**src/rtl/mem_stage_pkg.sv**
```systemverilog
// Shared definitions for the MEM pipeline stage: bus widths, mem_control
// bit positions, load FSM encodings and the packed bus payload layouts.
`timescale 1ns/1ps
package mem_stage_pkg;

    localparam int unsigned EXE_MEM_W = 154;
    localparam int unsigned MEM_WB_W  = 118;
    localparam int unsigned DATA_W    = 32;
    localparam int unsigned WEN_W     = 4;
    localparam int unsigned DEST_W    = 5;
    localparam int unsigned CNT_W     = 2;   // holds DM_LATENCY up to 3
    localparam int unsigned STATE_W   = 2;

    // mem_control = {inst_load, inst_store, ls_word, lb_sign}
    localparam int unsigned LD   = 3;
    localparam int unsigned ST   = 2;
    localparam int unsigned WORD = 1;
    localparam int unsigned SIGN = 0;

    // Load FSM encodings
    localparam logic [STATE_W-1:0] IDLE = 2'd0;
    localparam logic [STATE_W-1:0] WAIT = 2'd1;
    localparam logic [STATE_W-1:0] DONE = 2'd2;

    typedef struct packed {
        logic [3:0]        mem_control;
        logic [DATA_W-1:0] store_data;
        logic [DATA_W-1:0] exe_result;
        logic [DATA_W-1:0] lo_result;
        logic              hi_write;
        logic              lo_write;
        logic              mfhi;
        logic              mflo;
        logic              mtc0;
        logic              mfc0;
        logic [7:0]        cp0r_addr;
        logic              syscall;
        logic              eret;
        logic              rf_wen;
        logic [DEST_W-1:0] rf_wdest;
        logic [DATA_W-1:0] pc;
    } exe_mem_bus_t;

    typedef struct packed {
        logic              rf_wen;
        logic [DEST_W-1:0] rf_wdest;
        logic [DATA_W-1:0] mem_result;
        logic [DATA_W-1:0] lo_result;
        logic              hi_write;
        logic              lo_write;
        logic              mfhi;
        logic              mflo;
        logic              mtc0;
        logic              mfc0;
        logic [7:0]        cp0r_addr;
        logic              syscall;
        logic              eret;
        logic [DATA_W-1:0] pc;
    } mem_wb_bus_t;

endpackage

```
**src/rtl/mem_stage_if.sv**
```systemverilog
// MEM stage bus bundle: EXE->MEM bus and handshake, data RAM port, MEM->WB
// bus and hazard/exception taps.
//   master : pipeline/RAM side driving MEM_valid, MEM_adv, EXE_MEM_bus_r, dm_rdata
//   slave  : the mem_stage itself
`timescale 1ns/1ps
interface mem_stage_if;
    import mem_stage_pkg::*;

    logic                 MEM_valid;
    logic                 MEM_adv;
    logic [EXE_MEM_W-1:0] EXE_MEM_bus_r;
    logic [DATA_W-1:0]    dm_addr;
    logic [WEN_W-1:0]     dm_wen;
    logic [DATA_W-1:0]    dm_wdata;
    logic [DATA_W-1:0]    dm_rdata;
    logic                 MEM_over;
    logic [MEM_WB_W-1:0]  MEM_WB_bus;
    logic [DEST_W-1:0]    MEM_wdest;
    logic                 MEM_addr_exc;
    logic [DATA_W-1:0]    MEM_pc;

    modport master (
        output MEM_valid, MEM_adv, EXE_MEM_bus_r, dm_rdata,
        input  dm_addr, dm_wen, dm_wdata, MEM_over, MEM_WB_bus,
               MEM_wdest, MEM_addr_exc, MEM_pc
    );

    modport slave (
        input  MEM_valid, MEM_adv, EXE_MEM_bus_r, dm_rdata,
        output dm_addr, dm_wen, dm_wdata, MEM_over, MEM_WB_bus,
               MEM_wdest, MEM_addr_exc, MEM_pc
    );
endinterface

```
**src/rtl/mem_stage_load_align.sv**
```systemverilog
// Load data alignment: picks the addressed byte (little-endian) for LB/LBU
// and sign- or zero-extends it; LW passes the full word through.
//   rdata   : raw data RAM word
//   addr_lo : byte offset addr[1:0]
//   ls_word : word access
//   lb_sign : sign-extend the byte
//   data_c  : aligned 32-bit result (combinational)
`timescale 1ns/1ps
module mem_stage_load_align
    import mem_stage_pkg::*;
(
    input  logic [DATA_W-1:0] rdata,
    input  logic [1:0]        addr_lo,
    input  logic              ls_word,
    input  logic              lb_sign,
    output logic [DATA_W-1:0] data_c
);

    logic [7:0] byte_sel;

    // Byte lane select
    always_comb begin
        byte_sel = rdata[7:0];
        case (addr_lo)
            2'd0:    byte_sel = rdata[7:0];
            2'd1:    byte_sel = rdata[15:8];
            2'd2:    byte_sel = rdata[23:16];
            default: byte_sel = rdata[31:24];
        endcase
    end

    // Word pass-through or byte extension
    always_comb begin
        data_c = rdata;
        if (!ls_word) begin
            data_c = {{24{lb_sign & byte_sel[7]}}, byte_sel};
        end
    end

endmodule

```
**src/rtl/mem_stage.sv**
```systemverilog
// MEM stage of the five-stage MIPS pipeline. Drives the synchronous data
// RAM, waits DM_LATENCY cycles for load data, aligns and holds it until WB
// accepts the instruction, and forwards the remaining EXE fields to WB.
//   clk, rst       : clock, asynchronous active-high reset
//   mem (slave)    : MEM_valid/MEM_adv handshake, EXE_MEM_bus_r in,
//                    dm_addr/dm_wen/dm_wdata/dm_rdata RAM port,
//                    MEM_over/MEM_WB_bus out, MEM_wdest, MEM_addr_exc, MEM_pc
// Parameter DM_LATENCY (1..3): address-to-read-data latency of the RAM.
// Optional macro MEM_ALIGN_CHECK_EN: flag misaligned word accesses, suppress
// their stores and their register write-back.
`timescale 1ns/1ps
module mem_stage
    import mem_stage_pkg::*;
#(
    parameter int unsigned DM_LATENCY = 1
)(
    input  logic        clk,
    input  logic        rst,
    mem_stage_if.slave  mem
);

    exe_mem_bus_t       in_bus;
    mem_wb_bus_t        wb_bus;
    logic               inst_load;
    logic               inst_store;
    logic               ls_word;
    logic               lb_sign;
    logic [1:0]         addr_lo;
    logic               word_misalign;
    logic [WEN_W-1:0]   wen_c;
    logic [DATA_W-1:0]  aligned_c;
    logic [DATA_W-1:0]  load_data_q;
    logic [DATA_W-1:0]  mem_result_c;
    logic [STATE_W-1:0] state_q;
    logic [STATE_W-1:0] state_d;
    logic [CNT_W-1:0]   cnt_q;
    logic [CNT_W-1:0]   cnt_d;
    logic               capture_c;
    logic               load_done_c;

    assign in_bus     = mem.EXE_MEM_bus_r;
    assign inst_load  = in_bus.mem_control[LD];
    assign inst_store = in_bus.mem_control[ST];
    assign ls_word    = in_bus.mem_control[WORD];
    assign lb_sign    = in_bus.mem_control[SIGN];
    assign addr_lo    = in_bus.exe_result[1:0];

`ifdef MEM_ALIGN_CHECK_EN
    assign word_misalign = ls_word & (inst_load | inst_store) & (addr_lo != 2'b00);
`else
    assign word_misalign = 1'b0;
`endif

    // Store byte enables; a repeated write while stalled is harmless
    always_comb begin
        wen_c = '0;
        if (mem.MEM_valid && inst_store && !word_misalign) begin
            wen_c = ls_word ? 4'b1111 : (4'b0001 << addr_lo);
        end
    end

    assign mem.dm_addr  = in_bus.exe_result;
    assign mem.dm_wen   = wen_c;
    assign mem.dm_wdata = ls_word ? in_bus.store_data : {4{in_bus.store_data[7:0]}};

    mem_stage_load_align u_align (
        .rdata   (mem.dm_rdata),
        .addr_lo (addr_lo),
        .ls_word (ls_word),
        .lb_sign (lb_sign),
        .data_c  (aligned_c)
    );

    // Load FSM state register
    always_ff @(posedge clk or posedge rst) begin
        if (rst) begin
            state_q <= IDLE;
            cnt_q   <= '0;
        end else begin
            state_q <= state_d;
            cnt_q   <= cnt_d;
        end
    end

    // Load FSM next state; cnt counts cycles since the address was presented
    always_comb begin
        state_d     = state_q;
        cnt_d       = cnt_q;
        capture_c   = 1'b0;
        load_done_c = 1'b0;
        if (!mem.MEM_valid) begin
            state_d = IDLE;
            cnt_d   = '0;
        end else begin
            case (state_q)
                IDLE: begin
                    if (inst_load) begin
                        state_d = WAIT;
                        cnt_d   = CNT_W'(1);
                    end
                end
                WAIT: begin
                    if (cnt_q == CNT_W'(DM_LATENCY)) begin
                        capture_c = 1'b1;
                        state_d   = DONE;
                        cnt_d     = '0;
                    end else begin
                        cnt_d = cnt_q + CNT_W'(1);
                    end
                end
                DONE: begin
                    load_done_c = 1'b1;
                    if (mem.MEM_adv) begin
                        state_d = IDLE;
                    end
                end
                default: begin
                    state_d = IDLE;
                    cnt_d   = '0;
                end
            endcase
        end
    end

    // Captured load data survives WB stalls and later RAM activity
    always_ff @(posedge clk or posedge rst) begin
        if (rst) begin
            load_data_q <= '0;
        end else if (capture_c) begin
            load_data_q <= aligned_c;
        end
    end

    assign mem_result_c = inst_load ? load_data_q : in_bus.exe_result;
    assign mem.MEM_over = mem.MEM_valid & (inst_load ? load_done_c : 1'b1);

    // MEM->WB payload
    always_comb begin
        wb_bus            = '0;
        wb_bus.rf_wen     = in_bus.rf_wen & ~(inst_load & word_misalign);
        wb_bus.rf_wdest   = in_bus.rf_wdest;
        wb_bus.mem_result = mem_result_c;
        wb_bus.lo_result  = in_bus.lo_result;
        wb_bus.hi_write   = in_bus.hi_write;
        wb_bus.lo_write   = in_bus.lo_write;
        wb_bus.mfhi       = in_bus.mfhi;
        wb_bus.mflo       = in_bus.mflo;
        wb_bus.mtc0       = in_bus.mtc0;
        wb_bus.mfc0       = in_bus.mfc0;
        wb_bus.cp0r_addr  = in_bus.cp0r_addr;
        wb_bus.syscall    = in_bus.syscall;
        wb_bus.eret       = in_bus.eret;
        wb_bus.pc         = in_bus.pc;
    end

    assign mem.MEM_WB_bus   = wb_bus;
    assign mem.MEM_wdest    = in_bus.rf_wdest & {DEST_W{mem.MEM_valid}};
    assign mem.MEM_addr_exc = mem.MEM_valid & word_misalign;
    assign mem.MEM_pc       = in_bus.pc;

endmodule

```
**src/flat_wrapper.sv**
```systemverilog
// flat-port wrapper written by rule: the top's interface ports become plain ports
module mem_stage_flat import mem_stage_pkg::*;
#(
    parameter int unsigned DM_LATENCY = 1
)
  (clk, rst, mem_MEM_valid, mem_MEM_adv, mem_EXE_MEM_bus_r, mem_dm_rdata, mem_dm_addr, mem_dm_wen, mem_dm_wdata, mem_MEM_over, mem_MEM_WB_bus, mem_MEM_wdest, mem_MEM_addr_exc, mem_MEM_pc);
  mem_stage_if mem_i ();
  input  logic clk;
  input  logic rst;
  input wire logic [$bits(mem_i.MEM_valid)-1:0] mem_MEM_valid;
  input wire logic [$bits(mem_i.MEM_adv)-1:0] mem_MEM_adv;
  input wire logic [$bits(mem_i.EXE_MEM_bus_r)-1:0] mem_EXE_MEM_bus_r;
  input wire logic [$bits(mem_i.dm_rdata)-1:0] mem_dm_rdata;
  output wire logic [$bits(mem_i.dm_addr)-1:0] mem_dm_addr;
  output wire logic [$bits(mem_i.dm_wen)-1:0] mem_dm_wen;
  output wire logic [$bits(mem_i.dm_wdata)-1:0] mem_dm_wdata;
  output wire logic [$bits(mem_i.MEM_over)-1:0] mem_MEM_over;
  output wire logic [$bits(mem_i.MEM_WB_bus)-1:0] mem_MEM_WB_bus;
  output wire logic [$bits(mem_i.MEM_wdest)-1:0] mem_MEM_wdest;
  output wire logic [$bits(mem_i.MEM_addr_exc)-1:0] mem_MEM_addr_exc;
  output wire logic [$bits(mem_i.MEM_pc)-1:0] mem_MEM_pc;
  assign mem_i.MEM_valid = mem_MEM_valid;
  assign mem_i.MEM_adv = mem_MEM_adv;
  assign mem_i.EXE_MEM_bus_r = mem_EXE_MEM_bus_r;
  assign mem_i.dm_rdata = mem_dm_rdata;
  assign mem_dm_addr = mem_i.dm_addr;
  assign mem_dm_wen = mem_i.dm_wen;
  assign mem_dm_wdata = mem_i.dm_wdata;
  assign mem_MEM_over = mem_i.MEM_over;
  assign mem_MEM_WB_bus = mem_i.MEM_WB_bus;
  assign mem_MEM_wdest = mem_i.MEM_wdest;
  assign mem_MEM_addr_exc = mem_i.MEM_addr_exc;
  assign mem_MEM_pc = mem_i.MEM_pc;
  mem_stage #(.DM_LATENCY(DM_LATENCY)) u_core (.clk(clk), .rst(rst), .mem(mem_i));
endmodule
```
**config.mk**
```make
export PLATFORM = sky130hd
export DESIGN_NAME = mem_stage_flat
export DESIGN_NICKNAME = d
export VERILOG_FILES = /design/src/rtl/mem_stage_pkg.sv /design/src/rtl/mem_stage_if.sv /design/src/rtl/mem_stage_load_align.sv /design/src/rtl/mem_stage.sv /design/src/flat_wrapper.sv
export SDC_FILE = /design/constraint.sdc
export NUM_CORES = 1
export LEC_CHECK = 0
export BUFFER_PORTS_ARGS = -buffer_cell sky130_fd_sc_hd__buf_2
export CAP_MARGIN = 20
export CELL_PAD_IN_SITES_DETAIL_PLACEMENT = 1
export CELL_PAD_IN_SITES_GLOBAL_PLACEMENT = 2
export CORE_MARGIN = 8
export CORE_UTILIZATION = 17
export CTS_CLUSTER_DIAMETER = 60
export CTS_CLUSTER_SIZE = 30
export DETAILED_ROUTE_END_ITERATION = 7
export PLACE_DENSITY = 0.85
export SLEW_MARGIN = 5
export SYNTH_ARGS = -nofsm -noshare
export SYNTH_HDL_FRONTEND = slang
export SYNTH_SLANG_ARGS = --single-unit
```
**constraint.sdc**
```tcl
create_clock -name clk -period 2.59 [get_ports clk]
set_input_delay 0.259 -clock clk [delete_from_list [all_inputs] [get_ports clk]]
set_output_delay 0.259 -clock clk [all_outputs]
set_load 0.005 [all_outputs]
```
==> results.txt <==
final WL = 15,900 microns
port bufs = 219
Critical Path AT = 1.92 ns
Yosys reg bits = 36
CTS tree = built
fin cells = 799
Cells after Synth = 471
vias in the first global route = 3,615
Flop pwr share = 0.397
TNS Setup = 0 ns
startpoint types = input port
first-pass GRT wire length = 22,300 microns
total track usage = 0.109
Avg Synthesized Cell Area = 8.05 sq um
top-area cell type share of the netlist area = 0.317
CP delay by family, top = compound AO/OA/AOI/OAI gates
Die ar. = 27,300 sq um
CP required = 2.70 ns
most area-consuming cells after synthesis = buf_4 32%, dfrtp_1 24%, mux2_2 9.2%
Buf/Inv on CP = 1
P_sw = 823 uW
via count = 3,307
post-synthesis sequential area ratio = 0.238
cell depth of the worst flop-to-flop path = 4
ys async rst share = 1.00
top cells by count, synth = 160 x buf_4, 76 x nand2_1, 36 x dfrtp_1
Peak supply drop = 0.199 mV
clock skew = 0.00410 ns
H-tree depth = 2
Inst Count DP = 791
Min Clock Period, post-route = 1.81 ns
prevailing post-synth register cell = dfrtp_1
Max-Cap Viols = 0
Leakage = 2.05 nW
Setup-failing EPs final = 0
CP endpoint = u_core.load_data_q[27]$_DFFE_PP0P_
critical path class = in2reg
Fmax = 552 MHz
count of cell types in the netlist = 34
DR DRC count = 0
Pint = 1.59 mW
critical path's largest stage delay = 0.69 ns
Detail Placement HPWL = 13,500 microns
Clock Latency Late Sink = 0.28 ns
drt initial violations = 95
worst flop-to-flop path startpoint = u_core.state_q[1]$_DFFE_PP0P_
CP Depth = 4
core box area = 21,900 sq um
largest net degree at the start of global routing = 40
Post CTS Setup Buffer Count = 0
Max-slew headroom = 0.454
io pins = 415
ratio of total power to cell area = 589 nW/um^2
final RePlAce weighted congestion = 0.785
post-route clock period utilization = 0.700
Max Buffers Root-to-Sink = 2
dominant cell type by area after synthesis = buf_4
most numerous cell in the Yosys netlist = buf_4
Die W = 165 microns
Layout Nets = 708
total grt overflow = 0
Post-DRT Antenna Nets = 0
Post-Syn Area = 3790 sq um
combinational power share = 0.369
outcome = finished, final reports clean
FF-to-FF End = u_core.load_data_q[27]$_DFFE_PP0P_
critical path's slowest cell = a32oi_4
Critical Path Start = mem_EXE_MEM_bus_r[86]
Hold Buf Count CTS = 0
DR vias/cell = 4.14
root buf cell = clkbuf_16
initial antenna violation count = 1
RSZ-0062 raised after global routing = false
path type of the worst min-delay path = in2async
Clk network pwr share = 0.235
CP endpoint kind = flop
max-slew violations = 0
synth-to-layout area growth = 7.82%
clock sink count = 36
Starting Density = 0.173
drt pass-1 iters = 4
Switching Fraction = 0.342
R2R Setup Slk = 1.08 ns
DR WL/cell = 19.9 microns
Max Fanout on Critical Path = 24
EDFF count, synth = 0
cell chain of the critical path = buf_2 > mux2_2 > a32oi_4 > a31oi_1
syn nets = 661
Placed Area = 3950 sq um
yosys warns = 0
final instance area = 4090 sq um
Die H = 165 microns
CTS buffer count = 5
CTS resizes = 0
Worst-Margin Slew = 0.819 ns
CTS clk-pin slew, worst paths = 0.05 ns
proportion of layout cells with a drive suffix above 1 = 0.519
Fin. Hold Viols = 0
cell row count = 54
==> layer usage <==
| metal | vias up | part of all wire | GRT usage |
|---|---|---|---|
| met5 | - | 0 | 0 |
| met4 | 0 | 0.041 | 0.0597 |
| met3 | 54 | 0.099 | 0.0362 |
| met2 | 207 | 0.49 | 0.189 |
| met1 | 1522 | 0.37 | 0.116 |
| li1 | 1524 | - | - |
==> cells by family (layout without fill, tap and decap cells) <==
family          after synthesis  count (layout)  share of synthesized area
compound gates               88              88                      0.150
buf+inv                     189             236                      0.357
flops                        36              36                      0.238
mux                          34              34                      0.106
other cells                   1               2                   0.000989
simple gates                123             123                      0.149
==> worst register-to-register path, stage by stage (launching register included) <==
cell,delay [ns]
dfrtp_1,0.43
nand2b_1,0.31
nor2_2,0.16
buf_4,0.29
a31oi_1,0.15
==> power by group through the flow <==
| stage | combinational, mW | sequential, mW | clock (mW) |
|---|---|---|---|
| after floorplan | 0.704 | 0.858 | 0 |
| after global placement | 0.889 | 0.971 | 0 |
| after detailed placement | 0.912 | 0.968 | 0 |
| after CTS | 0.917 | 0.962 | 0.583 |
| after global routing | 1.01 | 0.983 | 0.600 |
| final | 0.888 | 0.955 | 0.566 |
==> final cells by class <==
class | count | area, sq um
fillers | 2721 | 17800
diodes | 1 | 2.50
repair buffers | 226 | 1150
inverters | 3 | 11.3
multi-input cells | 246 | 1540
flip-flops and latches | 36 | 901
well taps | 280 | 350
clock buffers | 6 | 129
clock inverters | 1 | 5.00
==> worst min path at each step <==
stage / startpoint / end / slack (ns) / cells after the start
finish: rst / u_core.cnt_q[1]$_DFFE_PP0P_ / 0.04 / 2
floorplan: mem_dm_rdata[11] / u_core.load_data_q[11]$_DFFE_PP0P_ / 0.42 / 2
CTS: rst / u_core.cnt_q[1]$_DFFE_PP0P_ / 0.07 / 2
detailed placement: rst / u_core.load_data_q[28]$_DFFE_PP0P_ / 0.37 / 2
global route: rst / u_core.cnt_q[1]$_DFFE_PP0P_ / 0.09 / 2
global placement: rst / u_core.load_data_q[10]$_DFFE_PP0P_ / 0.36 / 2
==> cells in the final DEF (no fill, tap or decap), types with 2 or more instances in the layout <==
cell type,instances
nor2_1,5
and3b_1,2
nand2b_1,12
a31oi_1,24
o41ai_1,6
buf_4,7
nand2_1,76
o21a_1,7
dfrtp_1,36
and2_1,5
clkbuf_16,5
buf_2,219
inv_1,3
nor2b_1,10
a21oi_1,29
nor3_1,8
mux2_2,31
a221oi_1,6
o21ai_0,11
==> per-stage QoR <==
stage	power, mW	worst slack (ns)	utilization	hold slack [ns]
3_3_place_gp	1.86	0.546	0.180	0.363
5_1_grt	2.59	0.674	0.187	0.0945
4_1_cts	2.46	0.783	0.187	0.0700
2_1_floorplan	1.56	1.23	-	0.418
6_report	2.41	0.777	0.187	0.0439
3_5_place_dp	1.88	0.485	0.180	0.369
==> flip-flops by register name, indices dropped and copies added (netlist names) <==
register and count:
u_core.cnt_q 2, u_core.load_data_q 32, u_core.state_q 2
Note: power is estimated with default switching activity, not from simulation.
